**config.mk**
```make
export PLATFORM = sky130hd
export DESIGN_NAME = proc_io_bridge
export DESIGN_NICKNAME = d
export VERILOG_FILES = /design/src/rtl/proc_io_pkg.sv /design/src/rtl/sync_fifo.sv /design/src/rtl/proc_io_bridge.sv
export SDC_FILE = /design/constraint.sdc
export NUM_CORES = 1
export LEC_CHECK = 0
export ABC_AREA = 1
export ABC_CLOCK_PERIOD_IN_PS = 11700
export CAP_MARGIN = 20
export CORE_ASPECT_RATIO = 0.6
export CORE_MARGIN = 4
export CORE_UTILIZATION = 59
export DETAILED_ROUTE_END_ITERATION = 8
export GPL_ROUTABILITY_DRIVEN = 0
export PLACE_DENSITY = 0.76
export SYNTH_ARGS = -nofsm -noshare
export SYNTH_HDL_FRONTEND = slang
export SYNTH_SLANG_ARGS = --single-unit
```
**constraint.sdc**
```tcl
create_clock -name clk -period 11.7 [get_ports clk]
set_clock_uncertainty 0.15 [all_clocks]
set_input_delay 2.34 -clock clk [delete_from_list [all_inputs] [get_ports clk]]
set_output_delay 2.34 -clock clk [all_outputs]
set_load 0.005 [all_outputs]
```
**src/rtl/proc_io_pkg.sv**
```systemverilog
// Shared constants for the proc_fix I/O bridge: default sample width,
// request/strobe codes driven by proc_fix, and the FIFO level width helper.
// No ports; imported by proc_io_bridge and sync_fifo.
package proc_io_pkg;

  localparam int DW_DEF = 32;

  // Codes proc_fix places on req_in / out_en. IO_IDLE means no transfer.
  localparam logic [1:0] IO_IDLE  = 2'd0;
  localparam logic [1:0] IO_PORT1 = 2'd1;

  // A level counter must represent 0..depth inclusive.
  function automatic int lvl_w(input int depth);
    return $clog2(depth) + 1;
  endfunction

endpackage

```
**src/rtl/sync_fifo.sv**
```systemverilog
// Single-clock FIFO with a registered first-word-fall-through head.
// Ports: push_i/push_dat_i write side; pop_i read side (ignored when empty);
// head_dat_o/head_vld_o registered head, full_o/empty_o/level_o status.
// A push while full is accepted only if a pop frees a slot at the same edge.
module sync_fifo
  import proc_io_pkg::*;
#(
  parameter int DW    = DW_DEF,
  parameter int DEPTH = 16
) (
  input  logic                    clk,
  input  logic                    rst,
  input  logic                    push_i,
  input  logic [DW-1:0]           push_dat_i,
  input  logic                    pop_i,
  output logic [DW-1:0]           head_dat_o,
  output logic                    head_vld_o,
  output logic                    full_o,
  output logic                    empty_o,
  output logic [lvl_w(DEPTH)-1:0] level_o
);

  localparam int AW = $clog2(DEPTH);
  localparam int LW = lvl_w(DEPTH);

  logic [DW-1:0] mem_q [DEPTH];
  logic [AW-1:0] wr_ptr_q, wr_ptr_d;
  logic [AW-1:0] rd_ptr_q, rd_ptr_d;
  logic [AW-1:0] rd_nxt;
  logic [LW-1:0] lvl_q, lvl_d;
  logic [DW-1:0] head_q, head_d;
  logic          vld_q, vld_d;
  logic          full_q, full_d;
  logic          pop_ok, push_ok;

  assign pop_ok  = pop_i && vld_q;
  assign push_ok = push_i && (!full_q || pop_ok);
  assign rd_nxt  = rd_ptr_q + AW'(1);

  always_comb begin
    wr_ptr_d = wr_ptr_q;
    rd_ptr_d = rd_ptr_q;
    lvl_d    = lvl_q;
    head_d   = head_q;
    if (push_ok) begin
      wr_ptr_d = wr_ptr_q + AW'(1);
    end
    if (pop_ok) begin
      rd_ptr_d = rd_nxt;
    end
    lvl_d = lvl_q + LW'(push_ok) - LW'(pop_ok);
    // The head register mirrors mem[rd_ptr]. When the FIFO is (or is about
    // to become) empty, the incoming word becomes the head directly;
    // otherwise the next stored word is promoted on a pop.
    if (push_ok && ((lvl_q == '0) || (pop_ok && lvl_q == LW'(1)))) begin
      head_d = push_dat_i;
    end else if (pop_ok && lvl_q > LW'(1)) begin
      head_d = mem_q[rd_nxt];
    end
    vld_d  = (lvl_d != '0);
    full_d = (lvl_d == LW'(DEPTH));
  end

  // Storage needs no reset: nothing is read before it has been written.
  always_ff @(posedge clk) begin
    if (push_ok) begin
      mem_q[wr_ptr_q] <= push_dat_i;
    end
  end

  always_ff @(posedge clk or posedge rst) begin
    if (rst) begin
      wr_ptr_q <= '0;
      rd_ptr_q <= '0;
      lvl_q    <= '0;
      head_q   <= '0;
      vld_q    <= 1'b0;
      full_q   <= 1'b0;
    end else begin
      wr_ptr_q <= wr_ptr_d;
      rd_ptr_q <= rd_ptr_d;
      lvl_q    <= lvl_d;
      head_q   <= head_d;
      vld_q    <= vld_d;
      full_q   <= full_d;
    end
  end

  assign head_dat_o = head_q;
  assign head_vld_o = vld_q;
  assign full_o     = full_q;
  assign empty_o    = !vld_q;
  assign level_o    = lvl_q;

endmodule

```
**src/rtl/proc_io_bridge.sv**
```systemverilog
// Bridges proc_fix's non-stallable req_in/in and out_en/io_out handshake to
// upstream (s_*) and downstream (m_*) valid/ready streams.
// Ports: clk/rst; s_data/s_valid/s_ready in; proc_in, req_in to processor;
// io_out/out_en from processor; m_data/m_valid/m_ready out; sticky
// underflow/overflow flags; in_level/out_level occupancy.
module proc_io_bridge
  import proc_io_pkg::*;
#(
  parameter int         DW        = DW_DEF,
  parameter int         IN_DEPTH  = 16,
  parameter int         OUT_DEPTH = 16,
  parameter logic [1:0] PORT_ID   = IO_PORT1
) (
  input  logic                        clk,
  input  logic                        rst,
  input  logic [DW-1:0]               s_data,
  input  logic                        s_valid,
  output logic                        s_ready,
  output logic [DW-1:0]               proc_in,
  input  logic [1:0]                  req_in,
  input  logic [DW-1:0]               io_out,
  input  logic [1:0]                  out_en,
  output logic [DW-1:0]               m_data,
  output logic                        m_valid,
  input  logic                        m_ready,
  output logic                        underflow,
  output logic                        overflow,
  output logic [lvl_w(IN_DEPTH)-1:0]  in_level,
  output logic [lvl_w(OUT_DEPTH)-1:0] out_level
);

  localparam int ILW = lvl_w(IN_DEPTH);
  // The head register counts toward the input capacity, so the FIFO itself
  // stops one short: head + FIFO never holds more than IN_DEPTH samples.
  localparam logic [ILW-1:0] IN_CAP = ILW'(IN_DEPTH - 1);

  // Reset asserts immediately, releases two edges later on clk.
  logic [1:0] rst_pipe_q;
  logic       rst_core;

  always_ff @(posedge clk or posedge rst) begin
    if (rst) begin
      rst_pipe_q <= 2'b11;
    end else begin
      rst_pipe_q <= {rst_pipe_q[0], 1'b0};
    end
  end

  assign rst_core = rst_pipe_q[1];

  // ---------------- input path ----------------
  logic [DW-1:0]  in_head_dat;
  logic           in_head_vld;
  logic           in_full;
  logic           in_empty;
  logic [ILW-1:0] in_lvl;
  logic [ILW-1:0] in_lvl_d;
  logic           in_push, in_pop;
  logic           req_hit;

  logic [DW-1:0] proc_in_q, proc_in_d;
  logic          head_vld_q, head_vld_d;
  logic          s_ready_q, s_ready_d;
  logic          underflow_q, underflow_d;

  assign req_hit = (req_in == PORT_ID);
  assign in_push = s_valid && s_ready_q;
  // Pop to refill an empty head (prefetch) or to replace a consumed one.
  // A request that finds the head empty blocks the pop for that edge.
  assign in_pop  = in_head_vld && (head_vld_q ? req_hit : !req_hit);

  sync_fifo #(
    .DW    (DW),
    .DEPTH (IN_DEPTH)
  ) u_in_fifo (
    .clk        (clk),
    .rst        (rst_core),
    .push_i     (in_push),
    .push_dat_i (s_data),
    .pop_i      (in_pop),
    .head_dat_o (in_head_dat),
    .head_vld_o (in_head_vld),
    .full_o     (in_full),
    .empty_o    (in_empty),
    .level_o    (in_lvl)
  );

  always_comb begin
    proc_in_d   = proc_in_q;
    head_vld_d  = head_vld_q;
    underflow_d = underflow_q;
    in_lvl_d    = in_lvl + ILW'(in_push) - ILW'(in_pop);
    if (in_pop) begin
      proc_in_d  = in_head_dat;
      head_vld_d = 1'b1;
    end else if (req_hit && head_vld_q) begin
      // Consumed with nothing behind it: proc_in keeps the stale value.
      head_vld_d = 1'b0;
    end
    if (req_hit && !head_vld_q) begin
      underflow_d = 1'b1;
    end
    // Ready is registered from next-state occupancy; a pop while full only
    // reopens the stream from the following cycle.
    s_ready_d = !(in_full && !in_pop) && (in_lvl_d < IN_CAP);
  end

  always_ff @(posedge clk or posedge rst_core) begin
    if (rst_core) begin
      proc_in_q   <= '0;
      head_vld_q  <= 1'b0;
      s_ready_q   <= 1'b0;
      underflow_q <= 1'b0;
    end else begin
      proc_in_q   <= proc_in_d;
      head_vld_q  <= head_vld_d;
      s_ready_q   <= s_ready_d;
      underflow_q <= underflow_d;
    end
  end

  // ---------------- output path ----------------
  logic out_hit;
  logic out_full;
  logic out_empty;
  logic out_pop;
  logic overflow_q, overflow_d;

  assign out_hit = (out_en == PORT_ID);
  assign out_pop = m_ready && !out_empty;

  sync_fifo #(
    .DW    (DW),
    .DEPTH (OUT_DEPTH)
  ) u_out_fifo (
    .clk        (clk),
    .rst        (rst_core),
    .push_i     (out_hit),
    .push_dat_i (io_out),
    .pop_i      (m_ready),
    .head_dat_o (m_data),
    .head_vld_o (m_valid),
    .full_o     (out_full),
    .empty_o    (out_empty),
    .level_o    (out_level)
  );

  always_comb begin
    overflow_d = overflow_q;
    // Full with a simultaneous drain frees a slot, so the result survives.
    if (out_hit && out_full && !out_pop) begin
      overflow_d = 1'b1;
    end
  end

  always_ff @(posedge clk or posedge rst_core) begin
    if (rst_core) begin
      overflow_q <= 1'b0;
    end else begin
      overflow_q <= overflow_d;
    end
  end

  assign s_ready   = s_ready_q;
  assign proc_in   = proc_in_q;
  assign underflow = underflow_q;
  assign overflow  = overflow_q;
  assign in_level  = in_lvl;

endmodule

```
==> Flow_metrics.wiki <==
{| class="wikitable"
! Metric !! Value
|-
| Status || finished, final reports clean
|-
| Synthesis-to-finish area growth || 12.70%
|-
| Starting density of the core || 0.5945
|-
| Clock Tree Root || clkbuf_16
|-
| Maximum buffer depth of the clock tree || 3
|-
| Post CTS Setup Buffer Count || 0
|-
| Critical path start-end classification || input port to flip-flop
|-
| Die X || 382.3 um
|-
| Port Buffers || 149
|-
| Area of the core region || 0.08341 mm^2
|-
| Post-synth top area share || 0.6201
|-
| Depth of the worst register-to-register path || 13
|-
| EDFF count, synth || 1024
|-
| Final wirelength || 126200 um
|-
| Site row count || 82
|-
| Number of antenna violations at the first check in global routing || 2
|-
| DR iter-0 viols || 4787
|-
| Sum of overflow across all layers after global routing || 0
|-
| Worst hold slack across all endpoints || 208.9 ps
|-
| Clock insertion delay at the later pin of the skew report || 700 ps
|-
| Routed len/inst || 20.57 um
|-
| Total negative setup slack || 0 ps
|-
| Syn avg cell area || 10.26 um^2
|-
| Netlist Area Pre-Place || 0.04959 mm^2
|-
| Unrepaired setup endpoints after global routing || false
|-
| Worst min-delay path category || flip-flop to flip-flop
|-
| Fraction of layout cells with a size suffix above 1 || 0.05761
|-
| Number of hold buffers added after CTS || 0
|-
| Number of different library cells in the post-synthesis netlist || 33
|-
| Final Cycle Share || 0.5134
|-
| Final hold violation count || 0
|-
| Largest area contributor in the netlist || edfxtp_1
|-
| Routed via count divided by cell count || 5.593
|-
| Number of violations of the max-capacitance limit || 0
|-
| Highest attainable clock frequency || 166.5 MHz
|-
| TritonCTS clock tree || built
|-
| Power density over cell area || 260.4 mW/mm^2
|-
| Total track usage || 0.2822
|-
| Commonest register cell after synthesis || edfxtp_1
|-
| CTS resizes || 0
|-
| Number of nets with antenna violations after routing || 0
|-
| Total setup violations reported at the end of the flow || 0
|-
| Data required time of the critical path || 12120 ps
|-
| Global-route wire length before repair || 192000 um
|-
| Worst IR Drop VDD || 0.0003479 V
|-
| Total DRC errors in the routed layout || 0
|-
| Pin count of the biggest net entering global routing || 216
|-
| Biggest area contributors in the synthesized netlist || edfxtp_1, nand2_1, nand3_1, dfrtp_1, inv_1
|-
| Number of warning messages in the yosys log || 0
|-
| Final Max Tran Viols || 0
|-
| Dpl cell area || 0.05240 mm^2
|-
| Number of nets in the layout || 5016
|-
| Reg2Reg Setup Slack || 7450 ps
|-
| Die Area || 0.08890 mm^2
|-
| Clk pin slew, worst setup/hold paths || 60 ps
|-
| Synth Instances || 4831
|-
| Final critical delay including setup and external delays || 6006 ps
|-
| Register area share after synthesis || 0.6868
|-
| TritonCTS buffer count || 101
|-
| Share of the core filled with cells in the final layout || 0.6699
|-
| Seq cells post-synth || 1156
|-
| Headroom to the max-slew limit || 0.2637
|-
| Sum of net half-perimeters after detailed placement || 68040 um
|-
| Reg2reg end || u_in_fifo.head_dat_o[29]
|-
| # IOs || 150
|-
| Max H-tree Level || 3
|-
| Syn Nets || 4935
|-
| Transition at the pin with the smallest max-transition slack || 1104 ps
|-
| Leak pwr || 23.73 nW
|-
| Hold Crit Endpoint || rst_pipe_q[1]
|-
| Startpoint class of the critical path || input port
|-
| Die height || 232.6 um
|-
| Maximum fanout along the worst path || 43
|-
| Area of all placed cells without fillers || 0.05588 mm^2
|-
| Critical R2R Launch || head_vld_q
|-
| Fraction of registers with async set or reset after synthesis || 0.1142
|-
| Endpoint kind of the worst setup timing path || flip-flop
|-
| Launch instance of the worst min-delay path || rst_pipe_q[0]
|-
| Sinks on Clock Net || 1156
|-
| Via count of the first global-routing pass || 32611
|-
| Drt first pass iters || 6
|-
| Total number of vias || 34327
|-
| Arrival time of the worst setup path || 6420 ps
|-
| Number of cells traversed by the worst hold path || 0
|}
==> state kept, by name (all words and copies together), names as in the netlist <==
name	cells
s_ready	1
u_out_fifo.wr_ptr_q	4
u_in_fifo.rd_ptr_q	4
underflow	1
u_in_fifo.head_vld_o	1
proc_in	32
u_in_fifo.full_o	1
head_vld_q	1
u_out_fifo.rd_ptr_q	4
u_out_fifo.head_vld_o	1
u_in_fifo.mem_q	512
u_out_fifo.head_dat_o	32
u_out_fifo.level_o	5
u_in_fifo.level_o	5
u_out_fifo.full_o	1
u_in_fifo.head_dat_o	32
rst_pipe_q	2
overflow	1
u_in_fifo.wr_ptr_q	4
u_out_fifo.mem_q	512
==> worst max path at each step <==
stage / start / endpoint / slack (ps) / cells after the start
final: req_in[1] / u_in_fifo.head_dat_o[29] / 5690 / 14
after global routing: req_in[0] / u_in_fifo.head_dat_o[22] / 5550 / 15
after CTS: req_in[1] / u_in_fifo.head_dat_o[29] / 5920 / 14
after detailed placement: req_in[0] / u_in_fifo.head_dat_o[23] / 5230 / 15
after global placement: req_in[0] / u_in_fifo.head_dat_o[18] / 5340 / 15
after floorplan: req_in[0] / u_in_fifo.mem_q[11][0] / 5520 / 10
==> worst max-delay path, cell delays in order <==
cell	delay (ps)
clkdlybuf4s50_1	460
nor2_1	60
ha_1	290
nand2_2	100
inv_2	100
nor2_1	90
nor2_4	80
buf_4	500
nand2_2	780
nand2_1	260
buf_4	500
inv_2	520
nand2_1	200
nand2_1	70
==> metrics by stage <==
step / power (mW) / instances / setup WS (ps)
floorplan: 9.147 / 4831 / 5525
global placement: 11.01 / 5930 / 5340
detailed placement: 11.12 / 5937 / 5229
CTS: 14.49 / 6127 / 5922
global route: 15.40 / 6135 / 5547
finish: 14.55 / 6137 / 5694
==> Yosys cell counts (4+ instances only) <==
library cell	instances
a21oi_1	7
buf_1	21
buf_2	92
buf_4	5
clkbuf_1	125
clkinv_1	22
dfrtp_1	130
edfxtp_1	1024
ha_1	29
inv_1	604
nand2_1	1895
nand3_1	717
nand3b_1	32
nor2_1	34
nor3_1	6
o21ai_0	43
xnor2_1	4
xor2_1	12
==> cell families (layout without fill, tap and decap cells) <==
group,Yosys count,in the layout,synth area share
flops,1156,1156,0.6868
simple gates,2691,2691,0.2248
fa+ha+maj,32,32,0.008529
compound gates,57,57,0.006081
other cells,1,5,0.00007563
buf+inv,874,1042,0.06932
xor+xnor,20,20,0.004365
==> placed cells by master, fill, tap and decap left out, types with 4 or more instances in the layout <==
cell type,synthesis,layout
clkbuf_1,125,17
nand3_1,717,717
clkinv_2,0,22
a21oi_1,7,7
clkinvlp_4,0,4
nor2_1,34,6
nand3b_1,32,32
clkinv_1,22,37
buf_16,0,10
nand2_1,1895,1894
inv_1,604,601
bufinv_16,0,7
inv_6,0,5
o21ai_0,43,43
edfxtp_1,1024,1024
dfrtp_1,130,128
diode_2,0,4
clkbuf_8,0,13
nor2_4,1,29
clkdlybuf4s50_1,0,149
buf_4,5,61
ha_1,29,27
xor2_1,12,12
clkbuf_16,0,103
xor2_4,1,4
nor3_2,0,4
==> power by group <==
group	internal, mW	switching, mW
sequential	4.93	0.279
combinational	1.83	4.16
clock	1.86	1.51
total	8.61	5.94
==> routing by layer <==
layer	part of all wire	wire, um	vias up	global-route usage
li1	-	-	15821	-
met1	0.43	54580	16291	0.4383
met2	0.43	53800	1981	0.4038
met3	0.12	14920	234	0.06428
met4	0.023	2929	0	0.07413
met5	0	0	-	0
==> cell type report <==
| type | count | area, um^2 |
|---|---|---|
| fillers | 6129 | 27530 |
| clock inverters | 57 | 486.7 |
| inverters | 628 | 2380 |
| repair buffers | 224 | 2296 |
| well taps | 1134 | 1419 |
| multi-input cells | 2801 | 12410 |
| clock buffers | 133 | 2820 |
| diodes | 4 | 10.01 |
| flip-flops and latches | 1156 | 34060 |
Note: power is estimated with default switching activity, not from simulation.
